===== src/rtl/onehot_picker.sv =====
// Sequential one-hot source: captures a mask on load and emits its set bits
// lowest-first as a registered one-hot vector under a valid/ready handshake.
module onehot_picker #(
  parameter  int N  = 8,
  localparam int CW = $clog2(N) + 1
) (
  input  logic          clk,
  input  logic          rst_n,
  input  logic          load,
  input  logic [N-1:0]  mask,
  input  logic          ready,
  output logic [N-1:0]  onehot,
  output logic          valid,
  output logic          done,
  output logic [CW-1:0] count,
  output logic          busy
);

  localparam logic [1:0] IDLE = 2'd0;
  localparam logic [1:0] EMIT = 2'd1;
  localparam logic [1:0] DONE = 2'd2;

  logic [1:0]    state_q,   state_d;
  logic [N-1:0]  pending_q, pending_d;
  logic [N-1:0]  onehot_q,  onehot_d;
  logic          valid_q,   valid_d;
  logic [CW-1:0] count_q,   count_d;

  // Lowest set bit of x; zero in gives zero out.
  function automatic logic [N-1:0] lsb(input logic [N-1:0] x);
    return x & (~x + N'(1));
  endfunction

  always_comb begin
    logic [N-1:0] pend_acc;
    pend_acc  = pending_q & ~onehot_q;
    state_d   = state_q;
    pending_d = pending_q;
    onehot_d  = onehot_q;
    valid_d   = valid_q;
    count_d   = count_q;

    // A load restarts from any state and outranks a simultaneous accept.
    if (load) begin
      count_d = '0;
      if (mask != '0) begin
        pending_d = mask;
        onehot_d  = lsb(mask);
        valid_d   = 1'b1;
        state_d   = EMIT;
      end else begin
        pending_d = '0;
        onehot_d  = '0;
        valid_d   = 1'b0;
        state_d   = DONE;
      end
    end else begin
      case (state_q)
        EMIT: begin
          if (ready) begin
            count_d = count_q + CW'(1);
            if (pend_acc != '0) begin
              pending_d = pend_acc;
              onehot_d  = lsb(pend_acc);
            end else begin
              pending_d = '0;
              onehot_d  = '0;
              valid_d   = 1'b0;
              state_d   = DONE;
            end
          end
        end
        DONE:    state_d = IDLE;
        IDLE:    state_d = IDLE;
        default: begin
          state_d  = IDLE;
          onehot_d = '0;
          valid_d  = 1'b0;
        end
      endcase
    end
  end

  always_ff @(posedge clk) begin
    if (!rst_n) begin
      state_q   <= IDLE;
      pending_q <= '0;
      onehot_q  <= '0;
      valid_q   <= 1'b0;
      count_q   <= '0;
    end else begin
      state_q   <= state_d;
      pending_q <= pending_d;
      onehot_q  <= onehot_d;
      valid_q   <= valid_d;
      count_q   <= count_d;
    end
  end

  assign onehot = onehot_q;
  assign valid  = valid_q;
  assign count  = count_q;
  assign done   = (state_q == DONE);
  assign busy   = (state_q == EMIT);

endmodule


===== config.mk =====
export PLATFORM = sky130hd
export DESIGN_NAME = onehot_picker
export DESIGN_NICKNAME = d
export VERILOG_FILES = /design/src/rtl/onehot_picker.sv
export SDC_FILE = /design/constraint.sdc
export NUM_CORES = 1
export LEC_CHECK = 0
export ABC_AREA = 1
export CORE_UTILIZATION = 53
export CTS_CLUSTER_SIZE = 25
export DETAILED_ROUTE_END_ITERATION = 10
export HOLD_SLACK_MARGIN = 0.03
export PLACE_DENSITY = 0.83
export SYNTH_ARGS = -nofsm -noshare
export SYNTH_HDL_FRONTEND = slang
export SYNTH_SLANG_ARGS = --single-unit

===== constraint.sdc =====
create_clock -name clk -period 3.28 [get_ports clk]
set_input_delay 0.656 -clock clk [delete_from_list [all_inputs] [get_ports clk]]
set_output_delay 0.656 -clock clk [all_outputs]
set_load 0.05 [all_outputs]

==> results of run 1 <==
[per-stage QoR]
stage               power (uW)  area (um^2)  std cells
floorplan                  425         1240        190
global placement           478         1520        241
detailed placement         480         1520        241
CTS                        613         1550        245
global route               641         1550        245
finish                     610         1550        245
[state kept, by name, indices dropped and copies added (netlist names)]
register,count
count,4
valid,1
onehot,8
state_q,2
pending_q,8
[path summary, 6_finish.rpt]
kind              cells after the start   endpoint       start
setup reg to reg                      8  onehot[4]  state_q[1]
hold / removal                        2      valid       valid
hold reg to reg                       2      valid       valid
setup / recovery                      3       busy  state_q[0]
[synthesized netlist by cell type, drive strengths merged]
cell	number
a22oi	1
nand3	14
nand2	41
xor2	1
o211ai	2
inv	30
and3	2
clkbuf	1
nand4	4
a211oi	2
buf	3
nor3	1
dfxtp	23
o21ai	14
ha	1
nor2	33
a31oi	3
a21oi	14
[kinds of logic after synthesis]
group / share of synthesized area
XOR/XNOR: 0.00706
buffers and inverters: 0.110
flip-flops: 0.371
adder cells (fa/ha/maj): 0.0101
AO/OA/AOI/OAI: 0.164
AND/OR/NAND/NOR: 0.337
[power groups by stage]
stage | Combinational (uW) | Sequential (uW) | Clock (uW)
2_1_floorplan | 84.9 | 340 | 0
3_3_place_gp | 165 | 313 | 0
3_5_place_dp | 167 | 313 | 0
4_1_cts | 168 | 307 | 137
5_1_grt | 184 | 310 | 147
6_report | 169 | 307 | 133
[layer usage]
layer  track usage  vias to the layer above  routed length [um]
met5             0                        -                   0
met3        0.0333                        4                 173
met2         0.431                       45                1440
met4         0.134                        0                  34
li1              -                      664                   -
met1         0.332                      608                1450
[tightest hold or removal path: stages, from the launching register on]
cell	delay, ps
dfxtp_1	340
nand2_1	60
a21oi_1	50
[final cells by class]
| type | count | area, um^2 |
|---|---|---|
| fill | 204 | 666 |
| multi-input combinational | 133 | 643 |
| sequential | 23 | 460 |
| timing repair buffer | 27 | 268 |
| inverter | 30 | 113 |
| tap | 28 | 35.0 |
| clock buffer | 3 | 22.5 |
| clock inverter | 1 | 5.00 |
==> results_dict.tcl, run 1 <==
set metrics [dict create \
    outcome "completed" \
    cts_setup_buffers 0 \
    dp_hpwl_mm 2.32 \
    maxCapViolCount 0 \
    rows 17 \
    place_congestion 0.823 \
    core-area_mm2 0.00221 \
    grt_first_pass_wirelength_mm 5.05 \
    slowest_delay_ps 850 \
    nNetsFinal 231 \
    drc 0 \
    cts_resized 0 \
    pwr-share-seq 0.504 \
    drive_gt1_frac 0.0553 \
    wirelength_mm 3.10 \
    fin_crit_ps 2540 \
    startpoint_type "register" \
    antenna_found_initial 0 \
    hold_class "reg -> reg" \
    seq_area_frac_synth 0.371 \
    cp.arrival_ps 1880 \
    netlist_area_mm2 0.00124 \
    max_slew.worst_pin.slew_ps 507 \
    final_common_cell "nand2_1" \
    slew-limit-headroom 0.661 \
    synthTopCellsByArea "dfxtp_1 37%, nand2_1 12%, inv_1 9.1%" \
    die-area_mm2 0.00254 \
    switchingPower_uw 210 \
    ir_worst_vdd_mv 0.237 \
    grt_max_degree 22 \
    ys_ff_latch 23 \
    required_ps 2620 \
    share_comb_of_total_power 0.277 \
    vias 1321 \
    synth_nets 203 \
    finalCritPeriodShare 0.775 \
    synth_top_area_share 0.371 \
    setup_slack_ps 739 \
    p_sw_frac 0.345 \
    synth_largest_area_cell "dfxtp_1" \
    crit_family "buffers and inverters" \
    clk_path_buf_depth 2 \
    power_frac_clock 0.218 \
    crit_type "reg -> out" \
    cts_hold_buffers 0 \
    numPortBuffers 26 \
    leakagePower_uw 0.000677 \
    num_antenna_cells 0 \
    start_util 0.561 \
    setup_tns_ps 0 \
    wl_per_cell_um 12.6 \
    power_density_mw_per_mm2 394 \
    cpMaxStageDelayCell "clkdlybuf4s50_1" \
    fp.dieW_um 50.4 \
    first_pass_iters 4 \
    cp-end-kind "output port" \
    detail_route.iter0.violations 44 \
    setup_viol 0 \
    ff2ff_setup_slack_ps 1750 \
    cp_num_buf_inv 2 \
    fin_skew_ps 4.84 \
    cts_made_buffers 3 \
    fmax_mhz 394 \
    rsz0062_at_grt "no" \
    cts_sinks 23 \
    place_ws_ps 1040 \
    crit_fanout 7 \
    hold_viol_final 0 \
    syn_inst 190 \
    yosysWarningCount 0 \
    path_cells "nand2_2, inv_1, clkdlybuf4s50_1" \
    clkTransAtPathRegs_ps 130 \
    grt_use_total 0.262 \
    cts_tree "done" \
    avgSynthCellArea_um2 6.53 \
    grt.overflow.total 0 \
    internal-power_uw 399 \
    root_buffer "clkbuf_4" \
    ioPinCount 27 \
    layout_common_cells "40 x nand2_1, 30 x inv_1, 29 x nor2_1" \
    ant_nets 0 \
    yosysUniqueCellTypes 25 \
    grt_pass1_vias 1217 \
    final_core_util 0.699 \
    clock_latency_ps 310 \
    viasPerCell 5.39 \
    drv_slew 0 \
    fp.dieH_um 50.4 \
    area_growth_pct 24.7 \
    timing.hold.ws_ps 478 \
    htreeDepth 1 \
]
No activity file was read; power rests on OpenSTA's default activity.
==> run 2, diff against run 1 <==
- CORE_UTILIZATION: 53 -> 45
- PLACE_DENSITY: 0.83 -> 0.75
- clock period: 3.28 -> 2.1 ns (I/O delays scaled with it)
==> results_dict.tcl, run 2 (synthesis gave the netlist of run 1 again) <==
set metrics [dict create \
    nNetsFinal 234 \
    num_antenna_cells 0 \
    cpMaxStageDelayCell "clkdlybuf4s50_1" \
    crit_type "reg -> out" \
    cts_made_buffers 3 \
    viasPerCell 5.22 \
    ant_nets 0 \
    power_density_mw_per_mm2 613 \
    drive_gt1_frac 0.0727 \
    area_growth_pct 26.5 \
    startpoint_type "register" \
    fp.dieH_um 54.5 \
    setup_viol 0 \
    htreeDepth 1 \
    cts_resized 0 \
    cp.arrival_ps 1580 \
    ioPinCount 27 \
    grt_use_total 0.226 \
    maxCapViolCount 0 \
    drc 0 \
    top_layer "met4" \
    clock_latency_ps 320 \
    cts_hold_buffers 0 \
    start_util 0.487 \
    cp-end-kind "output port" \
    slew-limit-headroom 0.666 \
    finalCritPeriodShare 0.954 \
    fin_skew_ps 1.60 \
    rsz0062_at_grt "no" \
    grt_first_pass_wirelength_mm 4.73 \
    detail_route.iter0.violations 51 \
    numPortBuffers 26 \
    routed-wl-met2_mm 1.40 \
    place_congestion 0.868 \
    wirelength_mm 3.09 \
    fp.dieW_um 54.5 \
    outcome "completed" \
    worst_hold_path.endpoint "pending_q[0]" \
    clkTransAtPathRegs_ps 130 \
    core-area_mm2 0.00254 \
    fin_crit_ps 2000 \
    hold_depth 2 \
    cts_tree "done" \
    slowest_delay_ps 800 \
    clk_path_buf_depth 2 \
    required_ps 1680 \
    crit_fanout 3 \
    grt_pass1_vias 1132 \
    drv_slew 0 \
    hold_class "reg -> reg" \
    root_buffer "clkbuf_4" \
    antenna_found_initial 0 \
    rows 18 \
    final_common_cell "nand2_1" \
    cts_setup_buffers 0 \
    dp_hpwl_mm 2.40 \
    wl_met3_um 206 \
    grt_max_degree 22 \
    wl_per_cell_um 12.4 \
    die-area_mm2 0.00297 \
    path_cells "nor2_1, clkdlybuf4s50_1" \
    setup_tns_ps 0 \
    design_area_mm2 0.00157 \
    first_pass_iters 4 \
    ff2ff_setup_slack_ps 740 \
    postPlaceCellArea_mm2 0.00154 \
    max_slew.worst_pin.slew_ps 500 \
    leakagePower_uw 0.000693 \
    layout_common_cells "40 x nand2_1, 30 x inv_1, 29 x nor2_1" \
    m1WireLength_mm 1.44 \
    rr_startpoint "onehot[1]" \
    reg2reg_depth 9 \
    r2r-end "valid" \
    vias 1304 \
    ir_worst_vdd_mv 0.429 \
    final_core_util 0.617 \
    cts_sinks 23 \
    hold_viol_final 0 \
    fmax_mhz 499 \
    hp-start "pending_q[0]" \
    grt.overflow.total 0 \
]
## run 2: per-layer routing
layer | GRT usage | up-vias
li1 | - | 670
met1 | 0.293 | 583
met2 | 0.368 | 46
met3 | 0.0278 | 5
met4 | 0.107 | 0
met5 | 0 | -
## run 2: layout make-up
cell class / count / area [um^2]
multi-input cells: 133 / 643
well taps: 30 / 37.5
repair buffers: 30 / 288
clock buffers: 3 / 22.5
fillers: 249 / 976
inverters: 30 / 113
clock inverters: 1 / 5.00
flip-flops and latches: 23 / 460
## run 2: where the power goes
part / switching [uW] / leakage [uW] / internal, uW
logic: 176 / 0.000486 / 94.5
registers: 15.6 / 0.000189 / 463
clock network: 140 / 0.0000177 / 71.4
total: 332 / 0.000693 / 629
## run 2: worst max path at each step
stage                          start  slack (ps)      endpoint
final                     state_q[0]         100          done
after CTS                 state_q[0]          90          done
after detailed placement     mask[0]         210    state_q[0]
after global placement          load         240  pending_q[7]
after floorplan            onehot[3]         600         valid
after global routing      state_q[1]          20          done
## run 2: worst max-delay path: cells and delay by family (launching register included)
family | cells | cell delay, ps
buffers and inverters | 1 | 800
flip-flops | 1 | 360
AND/OR/NAND/NOR | 1 | 110
## run 2: stage by stage
| step | hold WS (ps) | power [uW] | setup slack, ps | cells |
|---|---|---|---|---|
| after detailed placement | 462 | 758 | 207 | 246 |
| final | 480 | 961 | 96.3 | 250 |
| after CTS | 483 | 964 | 88.1 | 250 |
| after floorplan | 443 | 664 | 598 | 190 |
| after global routing | 494 | 1000 | 20.3 | 250 |
| after global placement | 454 | 754 | 245 | 246 |
